### src/rtl/alpu_pkg.sv
// rtl/alpu_pkg.sv - opcodes, ALPU control words and sequencer states
package alpu_pkg;

  typedef enum logic [3:0] {
    OP_ADD  = 4'd0,
    OP_ADC  = 4'd1,
    OP_SUB  = 4'd2,
    OP_AND  = 4'd3,
    OP_OR   = 4'd4,
    OP_XOR  = 4'd5,
    OP_NOT  = 4'd6,
    OP_NAND = 4'd7,
    OP_NOR  = 4'd8,
    OP_XNOR = 4'd9,
    OP_ADD2 = 4'd10,
    OP_ADC2 = 4'd11
  } opcode_e;

  localparam logic [7:0] CTRL_ADD  = 8'h2C;
  localparam logic [7:0] CTRL_SUB  = 8'hAC;
  localparam logic [7:0] CTRL_AND  = 8'h22;
  localparam logic [7:0] CTRL_OR   = 8'h32;
  localparam logic [7:0] CTRL_XOR  = 8'h04;
  localparam logic [7:0] CTRL_NOT  = 8'h44;
  localparam logic [7:0] CTRL_NAND = 8'h23;
  localparam logic [7:0] CTRL_NOR  = 8'h33;
  localparam logic [7:0] CTRL_XNOR = 8'h05;

  typedef enum logic [1:0] {
    ST_IDLE    = 2'd0,
    ST_EXEC_LO = 2'd1,
    ST_EXEC_HI = 2'd2
  } state_e;

endpackage

### src/rtl/alpu_op_decode.sv
// rtl/alpu_op_decode.sv - opcode to ALPU control word and operation class
module alpu_op_decode
  import alpu_pkg::*;
(
  input  logic [3:0] op_code,
  output logic [7:0] ctrl,
  output logic       is_arith,
  output logic       is_double,
  output logic       use_cin,
  output logic       illegal
);

  always_comb begin
    ctrl      = CTRL_ADD;
    is_arith  = 1'b0;
    is_double = 1'b0;
    use_cin   = 1'b0;
    illegal   = 1'b0;
    case (opcode_e'(op_code))
      OP_ADD:  is_arith = 1'b1;
      OP_ADC:  begin is_arith = 1'b1; use_cin = 1'b1; end
      OP_SUB:  begin is_arith = 1'b1; ctrl = CTRL_SUB; end
      OP_AND:  ctrl = CTRL_AND;
      OP_OR:   ctrl = CTRL_OR;
      OP_XOR:  ctrl = CTRL_XOR;
      OP_NOT:  ctrl = CTRL_NOT;
      OP_NAND: ctrl = CTRL_NAND;
      OP_NOR:  ctrl = CTRL_NOR;
      OP_XNOR: ctrl = CTRL_XNOR;
      OP_ADD2: begin is_arith = 1'b1; is_double = 1'b1; end
      OP_ADC2: begin is_arith = 1'b1; is_double = 1'b1; use_cin = 1'b1; end
      default: begin ctrl = 8'h00; illegal = 1'b1; end
    endcase
  end

endmodule

### src/rtl/alpu_issue_ctrl.sv
// rtl/alpu_issue_ctrl.sv - request sequencer for the combinational ALPU datapath
module alpu_issue_ctrl
  import alpu_pkg::*;
#(
  parameter int REG_WIDTH = 16,
  parameter int TAG_WIDTH = 4
) (
  input  logic                   clk,
  input  logic                   reset,
  input  logic                   op_valid,
  output logic                   op_ready,
  input  logic [3:0]             op_code,
  input  logic [2*REG_WIDTH-1:0] op_a,
  input  logic [2*REG_WIDTH-1:0] op_b,
  input  logic                   op_cin,
  input  logic [TAG_WIDTH-1:0]   op_tag,
  output logic [REG_WIDTH-1:0]   alpu_a,
  output logic [REG_WIDTH-1:0]   alpu_b,
  output logic [7:0]             alpu_ctrl,
  output logic                   alpu_cin,
  input  logic [REG_WIDTH-1:0]   alpu_out,
  input  logic                   alpu_cout,
  output logic                   res_valid,
  input  logic                   res_ready,
  output logic [2*REG_WIDTH-1:0] res_data,
  output logic                   res_cout,
  output logic                   res_err,
  output logic [TAG_WIDTH-1:0]   res_tag
);

  state_e                 state, state_nxt;
  logic [3:0]             code_q;
  logic [REG_WIDTH-1:0]   a_hi_q, b_hi_q, lo_q;
  logic [TAG_WIDTH-1:0]   tag_q;
  logic [3:0]             dec_code;
  logic [7:0]             dec_ctrl;
  logic                   dec_arith, dec_double, dec_use_cin, dec_illegal;
  logic                   accept;

  assign op_ready = !reset && (state == ST_IDLE) && (!res_valid || res_ready);
  assign accept   = op_valid && op_ready;

  // In IDLE the decoder looks at the incoming request, otherwise at the latched one.
  assign dec_code = (state == ST_IDLE) ? op_code : code_q;

  alpu_op_decode u_decode (
    .op_code   (dec_code),
    .ctrl      (dec_ctrl),
    .is_arith  (dec_arith),
    .is_double (dec_double),
    .use_cin   (dec_use_cin),
    .illegal   (dec_illegal)
  );

  always_ff @(posedge clk) begin
    if (reset) state <= ST_IDLE;
    else       state <= state_nxt;
  end

  always_comb begin
    state_nxt = state;
    case (state)
      ST_IDLE:    if (accept && !dec_illegal) state_nxt = ST_EXEC_LO;
      ST_EXEC_LO: state_nxt = dec_double ? ST_EXEC_HI : ST_IDLE;
      ST_EXEC_HI: state_nxt = ST_IDLE;
      default:    state_nxt = ST_IDLE;
    endcase
  end

  always_ff @(posedge clk) begin
    if (reset) begin
      res_valid <= 1'b0;
      res_err   <= 1'b0;
      res_cout  <= 1'b0;
      res_data  <= '0;
      res_tag   <= '0;
      alpu_a    <= '0;
      alpu_b    <= '0;
      alpu_ctrl <= 8'h00;
      alpu_cin  <= 1'b0;
      code_q    <= '0;
      a_hi_q    <= '0;
      b_hi_q    <= '0;
      lo_q      <= '0;
      tag_q     <= '0;
    end else begin
      if (res_valid && res_ready) res_valid <= 1'b0;
      case (state)
        ST_IDLE: begin
          if (accept && dec_illegal) begin
            res_valid <= 1'b1;
            res_err   <= 1'b1;
            res_data  <= '0;
            res_cout  <= 1'b0;
            res_tag   <= op_tag;
          end else if (accept) begin
            code_q    <= op_code;
            a_hi_q    <= op_a[2*REG_WIDTH-1:REG_WIDTH];
            b_hi_q    <= op_b[2*REG_WIDTH-1:REG_WIDTH];
            tag_q     <= op_tag;
            alpu_a    <= op_a[REG_WIDTH-1:0];
            alpu_b    <= op_b[REG_WIDTH-1:0];
            alpu_ctrl <= dec_ctrl;
            alpu_cin  <= dec_use_cin & op_cin;
          end
        end
        ST_EXEC_LO: begin
          if (dec_double) begin
            // Second pass: high words, carry chained from the low pass.
            lo_q      <= alpu_out;
            alpu_a    <= a_hi_q;
            alpu_b    <= b_hi_q;
            alpu_cin  <= alpu_cout;
            alpu_ctrl <= CTRL_ADD;
          end else begin
            res_valid <= 1'b1;
            res_err   <= 1'b0;
            res_data  <= {{REG_WIDTH{1'b0}}, alpu_out};
            res_cout  <= dec_arith & alpu_cout;
            res_tag   <= tag_q;
          end
        end
        ST_EXEC_HI: begin
          res_valid <= 1'b1;
          res_err   <= 1'b0;
          res_data  <= {alpu_out, lo_q};
          res_cout  <= alpu_cout;
          res_tag   <= tag_q;
        end
        default: ;
      endcase
    end
  end

endmodule

### config.mk
export PLATFORM = sky130hd
export DESIGN_NAME = alpu_issue_ctrl
export DESIGN_NICKNAME = d
export VERILOG_FILES = /design/src/rtl/alpu_pkg.sv /design/src/rtl/alpu_op_decode.sv /design/src/rtl/alpu_issue_ctrl.sv
export SDC_FILE = /design/constraint.sdc
export NUM_CORES = 1
export LEC_CHECK = 0
export BUFFER_PORTS_ARGS = -buffer_cell sky130_fd_sc_hd__buf_2
export CAP_MARGIN = 0
export CORE_MARGIN = 1
export CORE_UTILIZATION = 56
export CTS_CLUSTER_SIZE = 24
export DETAILED_ROUTE_END_ITERATION = 6
export PLACE_DENSITY_LB_ADDON = 0.3
export SETUP_SLACK_MARGIN = 0.02
export SLEW_MARGIN = 20
export SYNTH_ARGS = -nofsm -noshare
export SYNTH_HDL_FRONTEND = slang
export SYNTH_HIERARCHICAL = 1
export SYNTH_SLANG_ARGS = --single-unit
### constraint.sdc
create_clock -name clk -period 7.5 [get_ports clk]
set_input_delay 1.5 -clock clk [delete_from_list [all_inputs] [get_ports clk]]
set_output_delay 1.5 -clock clk [all_outputs]
set_load 0.1 [all_outputs]
==> Word-level counts from Yosys, hierarchy flattened <==
Index checks and enable logic that the tools add are counted.
{ "op_classes": {"bitwise": 3, "mux": 41, "reduce_logical": 22, "n_eq_ne": 19} }
{ "ops": {"columns": ["operator", "n"], "rows": [
  ["$mux W16", 6],
  ["$pmux W32 S3", 1],
  ["$pmux W8 S9", 1],
  ["$mux W32", 2],
  ["$pmux W16 S2", 2],
  ["$mux W8", 3],
  ["$eq A4 B3 Y1 const B", 4],
  ["$eq A4 B4 Y1 const B", 4],
  ["$pmux W8 S2", 1],
  ["$mux W1", 14],
  ["$mux W4", 3],
  ["$pmux W4 S3", 1],
  ["$reduce_or A12 Y1", 1],
  ["$pmux W1 S3", 3],
  ["$eq A4 B2 Y1 const B", 2],
  ["$ne A2 B2 Y1 const B", 4],
  ["$logic_and A1 B1 Y1", 6],
  ["$reduce_and A3 Y1", 2],
  ["$reduce_or A5 Y1", 1],
  ["$eq A4 B1 Y1 const B", 1],
  ["$logic_not A4 Y1", 1],
  ["$mux W2", 2],
  ["$ne A2 B1 Y1 const B", 2],
  ["$pmux W2 S2", 1],
  ["other kinds (14)", 17]
]} }
{ "word_totals": {"in_bits": 94, "output_inout_bits": 81, "regBits": 138} }

==> Depth between registers and ports, before layout <==
Gate-level depths: netlist of run 1.
{ "logic_depth": {"depth_word": 9, "depth_mapped": 14, "ltp_nobuf": 9} }

==> By module <==
The synthesis of run 1 kept the hierarchy.
{ "by_module_without_submodules": {"columns": ["mod", "instances", "seq_area_each_um2", "cells_each", "area_each_um2"], "rows": [
  ["alpu_issue_ctrl", 1, 2762.6, 656, 5833.1],
  ["alpu_op_decode", 1, 0.0, 25, 156.4]
]} }

==> Least setup slack after synthesis of run 1 <==
Ideal clock, no wire load.
{ "synth_path": {"path_kind": "input to output", "start": "input reset", "end": "output op_ready", "setup_slack_ps": 1947, "path_buffers": 2, "cell_stages": 3, "arrival_ps": 4053, "path_cell_list": "buf_2 -> clkbuf_1 -> nor3b_1"} }
{ "synth_between": {"elab_chain_cells": 3} }
{ "synth_lines": {"columns": ["element", "line", "text"], "rows": [
  ["start, declared", "alpu_issue_ctrl.sv:9", "input logic reset,"],
  ["$logic_not A1 Y1", "alpu_issue_ctrl.sv:40", "assign op_ready = !reset && (state == ST_IDLE) && (!res_valid || res_ready);"],
  ["$logic_and A1 B1 Y1 (2 in a row)", "alpu_issue_ctrl.sv:40", null],
  ["end, declared", "alpu_issue_ctrl.sv:11", "output logic op_ready,"]
]} }
No other way between the ends.

==> Worst setup path in the final report of run 1 <==
{ "layout_path": {"start": "register state[0]", "end": "register alpu_b[0]"} }
{ "layout_between": {"word_cells_on_any_way": 29, "cone_classes": "15 x eq/ne; 4 x mux; 10 x reduce/logical"} }
{ "layout_rtl": {"columns": ["element", "line", "text"], "rows": [
  ["start, declared", "alpu_issue_ctrl.sv:31", "state_e state, state_nxt;"],
  ["start signal, assigned", "alpu_issue_ctrl.sv:57", "else state <= state_nxt;"],
  ["$logic_not A2 Y1 *", "alpu_issue_ctrl.sv:44", "assign dec_code = (state == ST_IDLE) ? op_code : code_q;"],
  ["$mux W4 *", "alpu_issue_ctrl.sv:44", null],
  ["net dec_code[2]", "alpu_issue_ctrl.sv:35", "logic [3:0] dec_code;"],
  ["$eq A4 B4 Y1", "alpu_op_decode.sv:19", "case (opcode_e'(op_code))"],
  ["$reduce_or A2 Y1 (no line) *", null, null],
  ["$mux W1 *", "alpu_op_decode.sv:19", null],
  ["net dec_double", "alpu_issue_ctrl.sv:37", "logic dec_arith, dec_double, dec_use_cin, dec_illegal;"],
  ["$ne A2 B2 Y1 (no line) *", null, null],
  ["$reduce_and A4 Y1 (no line) *", null, null],
  ["end signal, assigned", "alpu_issue_ctrl.sv:102", "alpu_b <= op_b[REG_WIDTH-1:0];"],
  ["end signal, assigned", "alpu_issue_ctrl.sv:112", "alpu_b <= b_hi_q;"],
  ["end, declared", "alpu_issue_ctrl.sv:18", "output logic [REG_WIDTH-1:0] alpu_b,"]
]} }
Mark *: on every way through the listed nets, which the timed path passes. The rest lies on a longest branch.
A chain may end at the register's enable or synchronous reset.

==> results of run 1 <==
[cells in the final DEF (no fill, tap or decap), types with 4 or more instances in the layout]
cell type / netlist / routed
a211oi_1: 42 / 42
a21oi_1: 111 / 111
a22oi_1: 16 / 16
buf_2: 27 / 173
buf_4: 0 / 9
clkbuf_16: 0 / 16
clkinv_2: 0 / 4
dfxtp_1: 138 / 138
inv_1: 4 / 4
mux2_2: 4 / 4
mux2i_1: 38 / 38
nand2_1: 118 / 118
nand2b_1: 12 / 12
nand3_1: 16 / 16
nand4b_1: 23 / 23
nor2_1: 11 / 11
nor3_1: 10 / 10
o211ai_1: 16 / 16
o31ai_1: 17 / 17
[through the flow]
step | cells | setup slack (ps) | power (mW)
6_report | 963 | 3070 | 2.58
5_1_grt | 963 | 2820 | 2.67
4_1_cts | 961 | 3150 | 2.58
3_5_place_dp | 929 | 2730 | 1.78
3_3_place_gp | 929 | 2940 | 1.76
2_1_floorplan | 681 | 1950 | 1.62
[flip-flops by register name, indices dropped and copies added, names as in the netlist]
| register | cells |
|---|---|
| b_hi_q | 16 |
| a_hi_q | 16 |
| res_cout | 1 |
| tag_q | 4 |
| alpu_a | 16 |
| res_tag | 4 |
| code_q | 4 |
| res_valid | 1 |
| alpu_ctrl | 8 |
| alpu_b | 16 |
| res_err | 1 |
| res_data | 32 |
| state | 2 |
| lo_q | 16 |
| alpu_cin | 1 |
[layer usage]
metal,global-route usage (%),part of all wire (%),up-vias
li1,-,-,2707
met1,36.2,41,2622
met2,48.2,49,256
met3,7.92,7.1,36
met4,13.0,2.8,0
met5,0,0,-
[kinds of logic (layout without fill, tap and decap cells)]
family	after synthesis	in the layout	synth area share [%]
fa+ha+maj	5	5	1.04
flops	138	138	46.1
mux	42	42	7.10
simple gates	209	209	17.8
compound gates	213	213	22.0
buf+inv	74	219	5.95
other cells	0	1	0
[power by group through the flow]
stage          clock (mW)  combinational, mW  sequential (mW)
2_1_floorplan           0              0.346             1.28
3_3_place_gp            0              0.896            0.868
3_5_place_dp            0              0.914            0.870
4_1_cts             0.804              0.918            0.856
5_1_grt             0.837              0.971            0.864
6_report            0.796              0.923            0.858
[worst paths after layout]
kind	end	from	slack, ps
max reg2reg	alpu_b[0]	state[0]	3070
min	a_hi_q[4]	a_hi_q[4]	450
min reg2reg	a_hi_q[4]	a_hi_q[4]	450
max	alpu_b[0]	state[0]	3070
[worst min-delay path, delay by kind of cell (launching register included)]
family / cells / cell delay, ps
DFF: 1 / 310
and+or+nand+nor: 1 / 50
AOI/OAI and AO/OA: 1 / 50
[cell type report]
class / instances / area share, %
multi-input cells: 469 / 39.3
clock inverters: 11 / 1.65
clock buffers: 21 / 6.11
well taps: 136 / 2.31
inverters: 4 / 0.204
flip-flops and latches: 138 / 37.6
repair buffers: 183 / 12.8
diodes: 1 / 0.0340
==> results.py, run 1 <==
metrics = {
    "outcome": {
        "status": "complete, no violations",
    },
    "sta": {
        "max_freq_mhz": 226,
        "drv_slew": 0,
        "finalHoldViolations": 0,
        "period_share_pct": 59.1,
        "tns_ps": 0,
        "fin_worst_skew_ps": 6.49,
        "grt_setup_unrepaired": "false",
        "slew_headroom_pct": 32.2,
        "worstMarginPinSlew_ps": 1020,
        "setup_viol_count_final": 0,
        "timing.hold.ws_ps": 453,
        "fin_crit_ps": 4430,
    },
    "synth": {
        "synthCells": 681,
        "synth_ff_type": "dfxtp_1",
        "synthArstFlopShare_pct": 0,
        "synth_nets": 780,
        "synth_most_common_cell": "dfxtp_1",
        "synth-edff-count": 0,
        "ys_top_cells_by_count": "dfxtp_1, nand2_1, a21oi_1",
        "syn_area_per_cell_um2": 8.80,
        "synthesis.area_um2": 5990,
        "yosys.area.top_type": "dfxtp_1",
        "synthDistinctLibCells": 44,
        "ys.warnings.count": 6,
        "netlist.area_leader.share_pct": 46.1,
        "synth-seq-cells": 138,
        "synth-seq-area-share_pct": 46.1,
        "ys_top_cells_by_area": "dfxtp_1, a21oi_1, nand2_1",
    },
    "worst_setup_path": {
        "cpMostUsedCell": "buf_4",
        "cp_num_cells": 11,
        "critPathKind": "flop to flop",
        "r2r_cells": 11,
        "critPathMaxFanout": 42,
        "worstPathRequired_ps": 7850,
        "cp.arrival_ps": 4780,
        "startpoint_type": "flop",
        "path_delay_family": "simple AND/OR/NAND/NOR gates",
        "critPathCaptureType": "flop",
        "path_buf_inv": 3,
        "cp_cell_sequence": "inv_1, ha_1, mux2_2, nand2b_1, nor2_1, nand2_1, a22oi_2, buf_4, and2_1, buf_4, a211oi_1",
        "cpPeakStageDelay_ps": 640,
        "worst_path_max_delay_cell": "and2_1",
    },
    "clocking": {
        "clkLatencyLatePin_ps": 520,
        "clock_sinks": 138,
        "cts_tree": "yes",
        "htreeDepth": 4,
        "path_clk_slew_ps": 60,
        "cts_hold_buffers": 0,
        "cts_buffers": 17,
        "clock-root-buffer": "clkbuf_8",
        "cts_resized": 0,
        "cts_buffer_depth": 2,
        "cts_setup_buffers": 0,
    },
    "grt": {
        "grt_max_degree": 108,
        "grt_pass1_wl_um": 26000,
        "grtUsageTotal_pct": 29.4,
        "grt_overflow": 0,
        "antenna_found_initial": 1,
        "grt_pass1_vias": 5348,
    },
    "floorplan": {
        "die_x_um": 105,
        "die_h_um": 105,
        "dieArea_um2": 11100,
        "core_area_um2": 10400,
        "start_util_pct": 57.8,
        "io_pins": 175,
        "core.rowCount": 37,
    },
    "pwr": {
        "p_leak_nw": 2.92,
        "ir_worst_vdd_mv": 0.243,
        "pwr-share-comb_pct": 35.8,
        "switching_share_pct": 41.9,
        "p_int_mw": 1.50,
        "seq_power_share_pct": 33.3,
        "net-switching-power_mw": 1.08,
        "p_clk_share_pct": 30.9,
        "p_per_area_nw_per_um2": 350,
    },
    "place": {
        "place_area_um2": 6770,
        "place_congestion": 0.825,
        "io_buffers": 174,
        "dp_hpwl_um": 10500,
    },
    "worst_hold_path": {
        "hold_depth": 2,
        "min_path_type": "flop to flop",
    },
    "drt": {
        "viasPerCell": 5.84,
        "dr.pass1.iters": 7,
        "ant_nets": 0,
        "vias": 5621,
        "drtIter0Drc": 493,
        "drc": 0,
        "drt_wl_total_um": 15900,
        "wl_per_cell_um": 16.6,
    },
    "final_layout": {
        "fin_util_pct": 70.9,
        "area_growth_syn_to_layout_pct": 22.8,
        "drive_above_1_share_pct": 28.1,
        "fill_cells": 861,
        "final_nets": 912,
        "seq_area_um2": 2760,
        "multi_input_area_um2": 2890,
        "fin_area_um2": 7350,
    },
    "job": {
        "cap_violations": 0,
    },
}
No activity file was read; power rests on OpenSTA's default activity.
==> run 2, diff against run 1 <==
--- a/config.mk
+++ b/config.mk
@@ -5,10 +5,11 @@
 export SDC_FILE = /design/constraint.sdc
 export NUM_CORES = 1
 export LEC_CHECK = 0
+export ABC_AREA = 1
 export BUFFER_PORTS_ARGS = -buffer_cell sky130_fd_sc_hd__buf_2
 export CAP_MARGIN = 0
 export CORE_MARGIN = 1
-export CORE_UTILIZATION = 56
+export CORE_UTILIZATION = 52
 export CTS_CLUSTER_SIZE = 24
 export DETAILED_ROUTE_END_ITERATION = 6
 export PLACE_DENSITY_LB_ADDON = 0.3
==> constraint.sdc (replaced) <==
create_clock -name clk -period 4.2 [get_ports clk]
set_input_delay 0.84 -clock clk [delete_from_list [all_inputs] [get_ports clk]]
set_output_delay 0.84 -clock clk [all_outputs]
set_load 0.1 [all_outputs]
==> results.py, run 2 <==
metrics = {
    "drt": {
        "drt_wl_total_um": 15600,
        "wl_per_cell_um": 14.1,
        "vias": 5946,
        "dr.pass1.iters": 7,
        "ant_nets": 0,
        "viasPerCell": 5.38,
        "drtIter0Drc": 487,
        "drc": 0,
    },
    "grt": {
        "grt_max_degree": 97,
        "antenna_found_initial": 1,
        "grt_overflow": 0,
        "grt_pass1_vias": 5133,
        "grt_pass1_wl_um": 24300,
        "grtUsageTotal_pct": 26.2,
    },
    "worst_setup_path": {
        "startpoint_type": "flop",
        "critPathCaptureType": "flop",
        "cp.arrival_ps": 3610,
        "critPathMaxFanout": 26,
        "worstPathRequired_ps": 4560,
        "critPathKind": "flop to flop",
    },
    "sta": {
        "fin_worst_skew_ps": 13.7,
        "finalHoldViolations": 0,
        "setup_viol_count_final": 0,
        "tns_ps": 0,
        "max_freq_mhz": 307,
        "drv_slew": 0,
        "fin_crit_ps": 3260,
        "period_share_pct": 77.5,
        "slew_headroom_pct": 34.3,
        "worstMarginPinSlew_ps": 983,
        "grt_setup_unrepaired": "false",
    },
    "synth": {
        "synthesis.area_um2": 6070,
        "syn_area_per_cell_um2": 7.49,
        "synthArstFlopShare_pct": 0,
        "yosys.area.top_type": "dfxtp_1",
        "synth-seq-cells": 138,
        "synth-edff-count": 0,
        "synth_ff_type": "dfxtp_1",
        "synth_most_common_cell": "nor2_1",
        "synthCells": 810,
        "ys.warnings.count": 6,
        "netlist.area_leader.share_pct": 45.5,
        "ys_top_cells_by_area": "dfxtp_1, nor2_1, nand2_1",
        "synthDistinctLibCells": 29,
        "synth_nets": 909,
        "synth-seq-area-share_pct": 45.5,
        "ys_top_cells_by_count": "nor2_1, dfxtp_1, nand2_1",
    },
    "final_layout": {
        "final_cell_mix": "buf_2, nor2_1, dfxtp_1",
        "fill_cells": 1007,
        "fin_util_pct": 66.1,
        "top_register": "res_data",
        "multi_input_area_um2": 2900,
        "area_growth_syn_to_layout_pct": 23.8,
        "final_nets": 1047,
        "drive_above_1_share_pct": 23.7,
        "largest_reg_flops": 32,
        "seq_area_um2": 2760,
        "layout_commonest_cell": "buf_2",
    },
    "pwr": {
        "p_leak_nw": 3.49,
        "p_per_area_nw_per_um2": 901,
        "ir_worst_vdd_mv": 0.696,
    },
    "clocking": {
        "cts_hold_buffers": 0,
        "clock-root-buffer": "clkbuf_16",
        "clock_sinks": 138,
        "cts_buffers": 17,
        "cts_resized": 0,
        "path_clk_slew_ps": 60,
        "cts_tree": "yes",
        "htreeDepth": 4,
        "cts_buffer_depth": 2,
        "clkLatencyLatePin_ps": 430,
        "cts_setup_buffers": 0,
    },
    "place": {
        "dp_hpwl_um": 9880,
        "io_buffers": 174,
        "place_congestion": 0.822,
    },
    "floorplan": {
        "start_util_pct": 53.4,
        "die_x_um": 110,
        "core_area_um2": 11400,
        "core.rowCount": 39,
        "dieArea_um2": 12100,
        "io_pins": 175,
        "die_h_um": 110,
    },
    "worst_hold_path": {
        "min_path_type": "flop to flop",
    },
    "job": {
        "cap_violations": 0,
    },
    "outcome": {
        "status": "complete, no violations",
    },
}
run 2: cell count changes in the layout (fill, tap and decap cells not counted), moves of 17 or more:
cell      before  now
a21oi_1      111   82
o31ai_1       17    0
nand4_1        0   33
o21ai_0        3   53
nand4b_1      23    0
nor2_1        11  161
a211oi_1      42    4
nand3_1       16   49
run 2: area by class of cell:
type	instances	area share [%]
multi-input cells	581	38.6
clock buffers	24	6.41
inverters	26	1.30
clock inverters	8	1.87
well taps	143	2.38
flip-flops and latches	138	36.8
diodes	1	0.0333
repair buffers	184	12.6
run 2: cells by family after synthesis:
family          share of synthesized area, %
buf+inv                                 6.66
mux                                     5.28
simple gates                            26.5
flops                                   45.5
compound gates                          14.9
fa+ha+maj                               1.03
run 2: metal layers:
metal | wire (um) | GRT usage, % | vias up
met5 | 0 | 0 | -
met4 | 238 | 10.3 | 0
met3 | 1170 | 9.41 | 24
met2 | 7170 | 40.2 | 194
met1 | 7010 | 33.5 | 2728
li1 | - | - | 3000
run 2: power breakdown:
group / total (mW) / leakage, nW / switching (mW) / internal, mW
Combinational: 3.46 / 2.06 / 2.66 / 0.793
Clock: 1.58 / 0.308 / 0.544 / 1.04
Sequential: 1.73 / 1.13 / 0.140 / 1.59
run 2: final timing paths:
| kind | slack (ps) | cells after the start | to | from |
|---|---|---|---|---|
| worst max-delay path | 940 | 13 | res_data[29] | state[0] |
| worst min-delay path | 460 | 2 | res_data[5] | res_data[5] |
| worst max register to register | 940 | 13 | res_data[29] | state[0] |
| worst min register to register | 460 | 2 | res_data[5] | res_data[5] |
run 2: metrics by stage:
stage / power, mW / hold slack [ps] / setup WS, ps / cells / instance area (um^2)
3_5_place_dp: 5.20 / 454 / 909 / 1072 / 6890
3_3_place_gp: 5.17 / 446 / 1010 / 1072 / 6890
2_1_floorplan: 4.68 / 455 / 1190 / 810 / 6070
6_report: 6.77 / 460 / 943 / 1105 / 7510
5_1_grt: 7.17 / 483 / 457 / 1104 / 7510
4_1_cts: 6.78 / 461 / 943 / 1104 / 7510
run 2: critical path: stages (launching register included):
cell and delay (ps):
dfxtp_1 340, inv_1 120, ha_1 310, inv_2 140, o21ai_0 540, nand3_1 240
inv_1 160, nand2_2 200, clkinv_1 150, nor2_2 50, nand2_1 320, buf_4 370
nand2_1 80, a21oi_1 160
